`src/rtl/pipe_ctrl_pkg.sv`:
```
// Shared types for the ID-stage hazard controller: forwarding codes and FSM states.
// Latency: n/a (types and a pure combinational helper only).
// Backpressure: n/a.
package pipe_ctrl_pkg;

  // Operand source selected in ID
  typedef enum logic [1:0] {
    FWD_RF   = 2'd0,  // register file read data
    FWD_EALU = 2'd1,  // EX-stage ALU result
    FWD_MALU = 2'd2,  // MEM-stage ALU result
    FWD_MMO  = 2'd3   // MEM-stage load data
  } fwd_t;

  // Front-end sequencing state
  typedef enum logic [1:0] {
    ST_RUN      = 2'd0,
    ST_IO_WAIT  = 2'd1,
    ST_IO_ABORT = 2'd2
  } hz_state_t;

  // Source select for one operand. EX is younger than MEM, so it wins. An EX load
  // cannot forward (its data does not exist yet); load-use stalls cover that case.
  function automatic fwd_t fwd_sel(
    input logic [4:0] r,
    input logic       use_r,
    input logic [4:0] e_rn,
    input logic       e_wreg,
    input logic       e_m2reg,
    input logic [4:0] m_rn,
    input logic       m_wreg,
    input logic       m_m2reg
  );
    fwd_sel = FWD_RF;
    if (use_r && (r != 5'd0)) begin
      if (e_wreg && (e_rn == r) && !e_m2reg) begin
        fwd_sel = FWD_EALU;
      end else if (m_wreg && (m_rn == r)) begin
        fwd_sel = m_m2reg ? FWD_MMO : FWD_MALU;
      end
    end
  endfunction

endpackage

```
`src/rtl/pipe_hazard_ctrl_if.sv`:
```
// ID-stage hazard bundle between the pipeline datapath and the hazard controller.
// Latency: n/a (wires only).
// Backpressure: wpcir/dbubble/e_kill are the stall and flush controls to the front end.
interface pipe_hazard_ctrl_if;

  // Instruction in ID
  logic [4:0] rs;
  logic [4:0] rt;
  logic       use_rs;
  logic       use_rt;
  logic       branch_taken;
  logic       io_req;
  logic       io_ready;

  // Older instructions in EX and MEM
  logic [4:0] e_rn;
  logic       e_wreg;
  logic       e_m2reg;
  logic [4:0] m_rn;
  logic       m_wreg;
  logic       m_m2reg;

  // Controls back to the datapath
  logic       wpcir;
  logic       dbubble;
  logic       e_kill;
  logic [1:0] fwda;
  logic [1:0] fwdb;
  logic       io_timeout;

  // Datapath side
  modport master (
    output rs, rt, use_rs, use_rt, branch_taken, io_req, io_ready,
    output e_rn, e_wreg, e_m2reg, m_rn, m_wreg, m_m2reg,
    input  wpcir, dbubble, e_kill, fwda, fwdb, io_timeout
  );

  // Controller side
  modport slave (
    input  rs, rt, use_rs, use_rt, branch_taken, io_req, io_ready,
    input  e_rn, e_wreg, e_m2reg, m_rn, m_wreg, m_m2reg,
    output wpcir, dbubble, e_kill, fwda, fwdb, io_timeout
  );

endinterface

```
`src/rtl/pipe_fwd_unit.sv`:
```
// Operand forwarding select for rs/rt plus load-use hazard detection.
// Latency: purely combinational, 0 cycles.
// Backpressure: none here; lu is consumed by the controller FSM to stall.
module pipe_fwd_unit
  import pipe_ctrl_pkg::*;
(
  input  logic [4:0] rs,
  input  logic [4:0] rt,
  input  logic       use_rs,
  input  logic       use_rt,
  input  logic [4:0] e_rn,
  input  logic       e_wreg,
  input  logic       e_m2reg,
  input  logic [4:0] m_rn,
  input  logic       m_wreg,
  input  logic       m_m2reg,
  output fwd_t       fwda,
  output fwd_t       fwdb,
  output logic       lu
);

  // Per-operand source select, same rule for both operands
  assign fwda = fwd_sel(rs, use_rs, e_rn, e_wreg, e_m2reg, m_rn, m_wreg, m_m2reg);
  assign fwdb = fwd_sel(rt, use_rt, e_rn, e_wreg, e_m2reg, m_rn, m_wreg, m_m2reg);

  // Load in EX whose result a used ID source needs: one bubble lets it reach MEM
  assign lu = e_wreg && e_m2reg && (e_rn != 5'd0) &&
              ((use_rs && (e_rn == rs)) || (use_rt && (e_rn == rt)));

endmodule

```
`src/rtl/pipe_hazard_ctrl.sv`:
```
// ID-stage hazard controller: load-use stall, branch flush, forwarding, slow-I/O hold with timeout.
// Latency: stall/flush/forward controls are combinational from ID inputs and the registered state.
// Backpressure: wpcir=0 holds PC and IF/ID; e_kill bubbles ID/EX; IO_WAIT holds until io_ready or abort.
// Optional PIPE_PERF_CNT_EN adds stall_cnt/flush_cnt performance counters.
module pipe_hazard_ctrl
  import pipe_ctrl_pkg::*;
#(
  parameter int IO_TIMEOUT = 255,
  parameter int CNT_W      = 8,
  parameter int PERF_W     = 32
) (
  input  logic              clock,
  input  logic              resetn,
  pipe_hazard_ctrl_if.slave hz
`ifdef PIPE_PERF_CNT_EN
  ,
  output logic [PERF_W-1:0] stall_cnt,
  output logic [PERF_W-1:0] flush_cnt
`endif
);

  // Last counter value allowed in IO_WAIT before the access is abandoned
  localparam logic [CNT_W-1:0] TO_LAST = CNT_W'(IO_TIMEOUT - 1);
  localparam logic [CNT_W-1:0] CNT_MAX = {CNT_W{1'b1}};

  // Reject configurations where the timeout cannot be reached by the counter
  if ((IO_TIMEOUT < 1) || (IO_TIMEOUT > (2**CNT_W) - 1) || (PERF_W < 1)) begin : g_param_chk
    $error("pipe_hazard_ctrl: IO_TIMEOUT must be 1..2^CNT_W-1 and PERF_W >= 1");
  end

  hz_state_t        state;
  logic [CNT_W-1:0] wait_cnt;
  logic             io_timeout_q;
  logic             lu;
  fwd_t             fwda;
  fwd_t             fwdb;
  logic             wpcir_c;
  logic             dbubble_c;
  logic             e_kill_c;

  pipe_fwd_unit u_fwd (
    .rs      (hz.rs),
    .rt      (hz.rt),
    .use_rs  (hz.use_rs),
    .use_rt  (hz.use_rt),
    .e_rn    (hz.e_rn),
    .e_wreg  (hz.e_wreg),
    .e_m2reg (hz.e_m2reg),
    .m_rn    (hz.m_rn),
    .m_wreg  (hz.m_wreg),
    .m_m2reg (hz.m_m2reg),
    .fwda    (fwda),
    .fwdb    (fwdb),
    .lu      (lu)
  );

  // Sequencing FSM with wait counter; io_timeout is registered on entry to IO_ABORT
  always_ff @(posedge clock or negedge resetn) begin
    if (!resetn) begin
      state        <= ST_RUN;
      wait_cnt     <= '0;
      io_timeout_q <= 1'b0;
    end else begin
      io_timeout_q <= 1'b0;
      case (state)
        ST_RUN: begin
          // Load-use outranks the I/O request; the I/O access is retried next cycle
          if (!lu && hz.io_req) begin
            state    <= ST_IO_WAIT;
            wait_cnt <= '0;
          end
        end
        ST_IO_WAIT: begin
          if (wait_cnt != CNT_MAX) begin
            wait_cnt <= wait_cnt + CNT_W'(1);
          end
          // A device answering on the last allowed cycle still completes the access
          if (hz.io_ready) begin
            state <= ST_RUN;
          end else if (wait_cnt == TO_LAST) begin
            state        <= ST_IO_ABORT;
            io_timeout_q <= 1'b1;
          end
        end
        ST_IO_ABORT: begin
          state <= ST_RUN;
        end
        default: begin
          state <= ST_RUN;
        end
      endcase
    end
  end

  // Front-end controls decoded from state and the current ID-stage hazards
  always_comb begin
    wpcir_c   = 1'b1;
    dbubble_c = 1'b0;
    e_kill_c  = 1'b0;
    case (state)
      ST_RUN: begin
        if (lu || hz.io_req) begin
          // Hold ID; branch outcome is not trusted while stalled
          wpcir_c  = 1'b0;
          e_kill_c = 1'b1;
        end else if (hz.branch_taken) begin
          dbubble_c = 1'b1;
        end
      end
      ST_IO_WAIT: begin
        // On io_ready the held access issues into EX this cycle
        if (!hz.io_ready) begin
          wpcir_c  = 1'b0;
          e_kill_c = 1'b1;
        end
      end
      ST_IO_ABORT: begin
        // Drop the failed access and the instruction fetched behind it
        dbubble_c = 1'b1;
        e_kill_c  = 1'b1;
      end
      default: begin
        wpcir_c = 1'b1;
      end
    endcase
  end

  assign hz.wpcir      = wpcir_c;
  assign hz.dbubble    = dbubble_c;
  assign hz.e_kill     = e_kill_c;
  assign hz.fwda       = fwda;
  assign hz.fwdb       = fwdb;
  assign hz.io_timeout = io_timeout_q;

`ifdef PIPE_PERF_CNT_EN
  // Cycle counts of front-end stalls and IF/ID flushes; wrap at max
  always_ff @(posedge clock or negedge resetn) begin
    if (!resetn) begin
      stall_cnt <= '0;
      flush_cnt <= '0;
    end else begin
      if (!wpcir_c) begin
        stall_cnt <= stall_cnt + PERF_W'(1);
      end
      if (dbubble_c) begin
        flush_cnt <= flush_cnt + PERF_W'(1);
      end
    end
  end
`endif

endmodule

```
`src/flat_wrapper.sv`:
```
// flat-port wrapper written by rule: the top's interface ports become plain ports
module pipe_hazard_ctrl_flat import pipe_ctrl_pkg::*;
#(
  parameter int IO_TIMEOUT = 255,
  parameter int CNT_W      = 8,
  parameter int PERF_W     = 32
)
  (clock, resetn, hz_rs, hz_rt, hz_use_rs, hz_use_rt, hz_branch_taken, hz_io_req, hz_io_ready, hz_e_rn, hz_e_wreg, hz_e_m2reg, hz_m_rn, hz_m_wreg, hz_m_m2reg, hz_wpcir, hz_dbubble, hz_e_kill, hz_fwda, hz_fwdb, hz_io_timeout);
  pipe_hazard_ctrl_if hz_i ();
  input  logic clock;
  input  logic resetn;
  input wire logic [$bits(hz_i.rs)-1:0] hz_rs;
  input wire logic [$bits(hz_i.rt)-1:0] hz_rt;
  input wire logic [$bits(hz_i.use_rs)-1:0] hz_use_rs;
  input wire logic [$bits(hz_i.use_rt)-1:0] hz_use_rt;
  input wire logic [$bits(hz_i.branch_taken)-1:0] hz_branch_taken;
  input wire logic [$bits(hz_i.io_req)-1:0] hz_io_req;
  input wire logic [$bits(hz_i.io_ready)-1:0] hz_io_ready;
  input wire logic [$bits(hz_i.e_rn)-1:0] hz_e_rn;
  input wire logic [$bits(hz_i.e_wreg)-1:0] hz_e_wreg;
  input wire logic [$bits(hz_i.e_m2reg)-1:0] hz_e_m2reg;
  input wire logic [$bits(hz_i.m_rn)-1:0] hz_m_rn;
  input wire logic [$bits(hz_i.m_wreg)-1:0] hz_m_wreg;
  input wire logic [$bits(hz_i.m_m2reg)-1:0] hz_m_m2reg;
  output wire logic [$bits(hz_i.wpcir)-1:0] hz_wpcir;
  output wire logic [$bits(hz_i.dbubble)-1:0] hz_dbubble;
  output wire logic [$bits(hz_i.e_kill)-1:0] hz_e_kill;
  output wire logic [$bits(hz_i.fwda)-1:0] hz_fwda;
  output wire logic [$bits(hz_i.fwdb)-1:0] hz_fwdb;
  output wire logic [$bits(hz_i.io_timeout)-1:0] hz_io_timeout;
  assign hz_i.rs = hz_rs;
  assign hz_i.rt = hz_rt;
  assign hz_i.use_rs = hz_use_rs;
  assign hz_i.use_rt = hz_use_rt;
  assign hz_i.branch_taken = hz_branch_taken;
  assign hz_i.io_req = hz_io_req;
  assign hz_i.io_ready = hz_io_ready;
  assign hz_i.e_rn = hz_e_rn;
  assign hz_i.e_wreg = hz_e_wreg;
  assign hz_i.e_m2reg = hz_e_m2reg;
  assign hz_i.m_rn = hz_m_rn;
  assign hz_i.m_wreg = hz_m_wreg;
  assign hz_i.m_m2reg = hz_m_m2reg;
  assign hz_wpcir = hz_i.wpcir;
  assign hz_dbubble = hz_i.dbubble;
  assign hz_e_kill = hz_i.e_kill;
  assign hz_fwda = hz_i.fwda;
  assign hz_fwdb = hz_i.fwdb;
  assign hz_io_timeout = hz_i.io_timeout;
  pipe_hazard_ctrl #(.IO_TIMEOUT(IO_TIMEOUT), .CNT_W(CNT_W), .PERF_W(PERF_W)) u_core (.clock(clock), .resetn(resetn), .hz(hz_i));
endmodule
```
`config.mk`:
```
export PLATFORM = sky130hd
export DESIGN_NAME = pipe_hazard_ctrl_flat
export DESIGN_NICKNAME = d
export VERILOG_FILES = /design/src/rtl/pipe_ctrl_pkg.sv /design/src/rtl/pipe_hazard_ctrl_if.sv /design/src/rtl/pipe_fwd_unit.sv /design/src/rtl/pipe_hazard_ctrl.sv /design/src/flat_wrapper.sv
export SDC_FILE = /design/constraint.sdc
export NUM_CORES = 1
export LEC_CHECK = 0
export CAP_MARGIN = 20
export CORE_MARGIN = 3
export CORE_UTILIZATION = 44
export CTS_CLUSTER_SIZE = 16
export DETAILED_ROUTE_END_ITERATION = 12
export PLACE_DENSITY_LB_ADDON = 0.1
export SKIP_CTS_REPAIR_TIMING = 1
export SKIP_LAST_GASP = 1
export SLEW_MARGIN = 20
export SYNTH_ARGS = -nofsm -noshare
export SYNTH_HDL_FRONTEND = slang
export SYNTH_SLANG_ARGS = --single-unit
```
`constraint.sdc`:
```
create_clock -name clock -period 1.85 [get_ports clock]
set_input_delay 0.37 -clock clock [delete_from_list [all_inputs] [get_ports clock]]
set_output_delay 0.37 -clock clock [all_outputs]
set_load 0.02 [all_outputs]
```
======== Word level (Yosys, flattened, before mapping) ========
Cells that the tools add are included.
storage, ports and cells
  register bits after elaboration ......... 11
  input port bits ......................... 31
  output and inout port bits .............. 8
  word-level logic and storage cells ...... 66
cells by class
  add/sub/neg operators ................... 1
  equal/unequal tests ..................... 11
  mux-type cells .......................... 26
  reduce and logical (&&, ||, !) cells .... 25
operator list
  cell                                                                      number
  5-bit == test                                                             4
  2-bit 2-to-1 mux                                                          9
  8-bit 2-to-1 mux                                                          2
  8-bit one-hot mux with 2 select lines                                     1
  5-bit nonzero test                                                        3
  1-bit logical AND                                                         14
  1-bit 2-to-1 mux                                                          10
  8-bit by 1-bit adder with 8-bit output (second input constant)            1
  8-bit == test (second input constant)                                     1
  8-bit inequality test (second input constant)                             1
  2-bit by 1-bit inequality test with 1-bit output (second input constant)  2
  1-bit one-hot mux with 2 select lines                                     2
  2-bit one-hot mux with 2 select lines                                     1
  3-bit by 2-bit inequality test with 1-bit output (second input constant)  1
  1-bit one-hot mux with 3 select lines                                     1
  3-bit AND reduction                                                       1
  2-bit by 1-bit == test with 1-bit output (second input constant)          1
  2-bit == test (second input constant)                                     1
  1-bit zero test                                                           2
  2-bit zero test                                                           1
  1-bit logical OR                                                          2
  2-bit AND reduction                                                       1
  2-bit nonzero test                                                        1

======== Longest topological paths before layout ========
  depth after elaboration ................. 8
  depth in mapped cells ................... 7
  mapped depth without buffers ............ 6

======== Modules after synthesis ========
A second synthesis with hierarchy kept.
second synthesis, totals
  cell total of the unflattened synthesis .. 119
  area total of the unflattened synthesis .. 977.2 sq um
by module, submodules not included
  module            times used  cells each  area each (sq um)  seq. area each (sq um)
  pipe_hazard_ctrl  1           70          636.9              275.3
  pipe_fwd_unit     1           49          340.3              0.0

======== Worst setup path after synthesis ========
OpenSTA, ideal clock, no wires.
  path kind ............................... input -> output
  start point ............................. input port hz_e_rn[0]
  end point ............................... output port hz_dbubble
  arrival ................................. 1.445 ns
  required time ........................... 1.480 ns
  setup slack ............................. 0.035 ns
  stages on the path ...................... 4
  buffers on the path ..................... 0
  cells stage by stage .................... or3_1 -> o311a_4 -> nand2_4 -> a32o_1
on the way
  word-level cells in the longest chain between the ends .. 7
  elaborated cells on any way between the ends .. 11
  classes of those cells .................. 2 x eq/ne; 2 x mux; 7 x reduce/logical
RTL lines
  what                                       RTL line                 source
  start, declared                            flat_wrapper.sv:19       input wire logic [$bits(hz_i.e_rn)-1:0] hz_e_rn;
  5-bit == test                              pipe_fwd_unit.sv:28      ((use_rs && (e_rn == rs)) || (use_rt && (e_rn == rt)));
  1-bit logical AND                          pipe_fwd_unit.sv:28
  1-bit logical OR                           pipe_fwd_unit.sv:28
  1-bit logical AND (*)                      pipe_fwd_unit.sv:27      assign lu = e_wreg && e_m2reg && (e_rn != 5'd0) &&
  1-bit logical OR (*)                       pipe_hazard_ctrl.sv:102  if (lu || hz.io_req) begin
  1-bit 2-to-1 mux (*)                       pipe_hazard_ctrl.sv:102
  1-bit one-hot mux with 2 select lines (*)  pipe_hazard_ctrl.sv:100  case (state)
  end, declared                              flat_wrapper.sv:26       output wire logic [$bits(hz_i.dbubble)-1:0] hz_dbubble;
Every way passes the cells marked *; elsewhere a longest branch is shown, timed or not.

======== Worst setup path after layout ========
  start point ............................. input port hz_rs[1]
  end point ............................... output port hz_wpcir
on the way
  word-level cells in the longest chain between the ends .. 7
RTL lines
  what                                   RTL line                 source
  start, declared                        flat_wrapper.sv:12       input wire logic [$bits(hz_i.rs)-1:0] hz_rs;
  5-bit == test                          pipe_fwd_unit.sv:28
  1-bit logical AND                      pipe_fwd_unit.sv:28
  1-bit logical OR                       pipe_fwd_unit.sv:28
  1-bit logical AND                      pipe_fwd_unit.sv:27
  1-bit logical OR                       pipe_hazard_ctrl.sv:102
  1-bit 2-to-1 mux                       pipe_hazard_ctrl.sv:102
  1-bit one-hot mux with 2 select lines  pipe_hazard_ctrl.sv:100
  end, declared                          flat_wrapper.sv:25       output wire logic [$bits(hz_i.wpcir)-1:0] hz_wpcir;
No other way between the ends.

==> metrics.cfg <==
[detailed_routing]
wl_per_cell_um = 16.9
via_count = 1219
drt_iter0_drc = 47
ant_nets = 0
via_per_inst = 5.75
drt-total-wl_mm = 3.59
drtPass1Iterations = 4
drc = 0

[global_route]
overflow = 0
use_met1_pct = 31.3
use_met3_pct = 5.72
grt_pass1_vias = 1088
use_met2_pct = 38.6
busiest_layer = met2
grt_antenna_before_repair = 0
grt_pass1_wl_mm = 5.01
grt_max_degree = 12
grt_use_total_pct = 24.0

[timing]
rsz0062_at_grt = yes
slew_headroom_pct = 66.2
finalHoldViolations = 0
finClkSkew_ps = 3.89
hold-worst-slack_ps = 429
tns_ps = -666
fin_ws_ps = -127
max_freq_mhz = 506
finalCritPeriodShare_pct = 107
setup_viol = 7
worst_pin_slew_ps = 505
maxSlewViolCount = 0
fin_crit_ps = 1980

[setup_path]
worstSetupEndpointType = output port
reg2reg_setup_slack_ps = 180
worstPathRequired_ps = 1480
worstReg2RegEnd = u_core.wait_cnt[6]
crit_arrival_ps = 1610
worstSetupStartpointType = input port
path_class = in2out
r2r_start = u_core.wait_cnt[1]
critical_path_peak_fanout = 4
reg2reg_depth = 5

[synthesis]
ys_async_sr_fraction_pct = 100
ys_seq_area_share_pct = 26.6
synth_area_leader_cell = dfrtp_1
synth_edf_count = 0
post-synth-top-count-cell = xnor2_1
synth.avg_cell_area_um2 = 8.35
ys_types = 38
synth_cells = 124
synth.area.top_cells = dfrtp_1 (27%), xnor2_1 (19%), a31oi_1 (3.6%)
ys_warn_count = 0
syn_area_um2 = 1040
ys_ff_latch = 11
syn-num-nets = 157
synth_ff_type = dfrtp_1
synth_common_cells = xnor2_1 (23), dfrtp_1 (11), nor2_1 (10), nand3_1 (7), o21ai_0 (7)
synth_top_cell_area_share_pct = 26.6

[finish]
fin_nets = 219
area_growth_pct = 65.2
n_antenna_cell = 0
stdcell_count = 212
drive_gt1_share_pct = 34.6

[pwr]
vdd_drop_max_v = 0.000663
total_leakage_power_nw = 0.796
power_density_nw_per_um2 = 592

[place]
place_inst = 206
hpwl_mm = 2.69
port_buffers = 38
routabilityCongestion = 0.915

[floorplanning]
row_count = 16
pin_count = 39
fp.coreArea_um2 = 2100
die_h_um = 54.5
die_w_um = 54.5
start_util_pct = 49.3
dieArea_um2 = 2970

[clocking]
ctsHtreeMaxLevel = 1
cts_tree = built
cts.sinks = 11
clock_path_buffers = 2
cts_root_buf = clkbuf_4
cts.reportedPaths.clkPinSlew_ps = 70
cts_made_buffers = 3
clk_latency_ps = 270

[outcome]
violations = setup timing
status = complete, but fails checks

[job]
maxCapViolations = 0

[hold_path]
hp-class = in2async

## critical path, cell delays in order
cell      delay [ps]
clkbuf_2         130
xnor2_2          230
nand3_2          120
o22ai_2          200
nand2_4           90
a221o_1          330
buf_6            130
## per-layer routing
layer  up-vias  share of wire [%]
met1       572                 43
met3        10                5.8
li1        587                  -
met5         -                  0
met2        50                 49
met4         0                2.0
## per-stage QoR
step | cell area, um^2 | total power, mW | utilization, % | setup slack, ps
2_1_floorplan | 1040 | 0.604 | - | 34.9
3_3_place_gp | 1580 | 0.791 | 75.4 | -910
3_5_place_dp | 1580 | 0.812 | 75.4 | -961
4_1_cts | 1610 | 0.983 | 76.6 | -960
5_1_grt | 1710 | 1.09 | 81.4 | -182
6_report | 1710 | 1.01 | 81.4 | -127
## cells in the final DEF, fill, tap and decap left out, types with 2 or more instances in the layout
cell             instances
a21oi_1                  6
buf_2                    2
o21ai_1                  2
xnor2_2                  6
nand2b_1                 2
nand3_1                  6
buf_8                    2
xnor2_1                 17
dfrtp_1                 11
clkbuf_4                 3
nand4_1                  6
dlymetal6s2s_1          10
nand2_1                  5
and4_1                   3
ha_1                     2
o21ai_0                  4
nor3_1                   3
a31oi_1                  6
inv_1                    5
clkdlybuf4s50_1          7
nor2_1                   9
buf_4                   24
buf_6                    9
nand4b_1                 2
clkbuf_2                 6
## cell families after synthesis
family                   after synthesis  share of synthesized area, %
buffers and inverters                  8                          3.38
AO/OA/AOI/OAI                         32                          21.7
XOR/XNOR                              23                          19.4
flip-flops                            11                          26.6
multiplexers                           1                         0.966
AND/OR/NAND/NOR                       47                          25.5
adder cells (fa/ha/maj)                2                          2.42
## flip-flops by register name, indices dropped and copies added, names as in the netlist
name / count
u_core.wait_cnt: 8
u_core.state: 2
u_core.hz.io_timeout: 1
## area by class of cell
class	count	area, um^2
inverter	5	18.8
sequential	11	275
fill	134	390
multi-input combinational	105	811
tap	27	33.8
timing repair buffer	60	547
clock buffer	4	26.3
## worst max path at each step
| stage | startpoint | endpoint |
|---|---|---|
| 6_report | hz_rs[1] | hz_wpcir |
| 5_1_grt | hz_rt[2] | hz_wpcir |
| 4_1_cts | hz_rs[1] | hz_fwda[0] |
| 3_5_place_dp | hz_rs[1] | hz_fwda[0] |
| 3_3_place_gp | hz_e_rn[1] | hz_dbubble |
| 2_1_floorplan | hz_e_rn[0] | hz_dbubble |
## where the power goes
group          internal (mW)  switching, mW  total, mW  leakage, nW
Combinational          0.248          0.226      0.474        0.635
Sequential             0.296         0.0787      0.375        0.146
Clock                 0.0837         0.0812      0.165       0.0150
No activity file was read; power rests on OpenSTA's default activity.
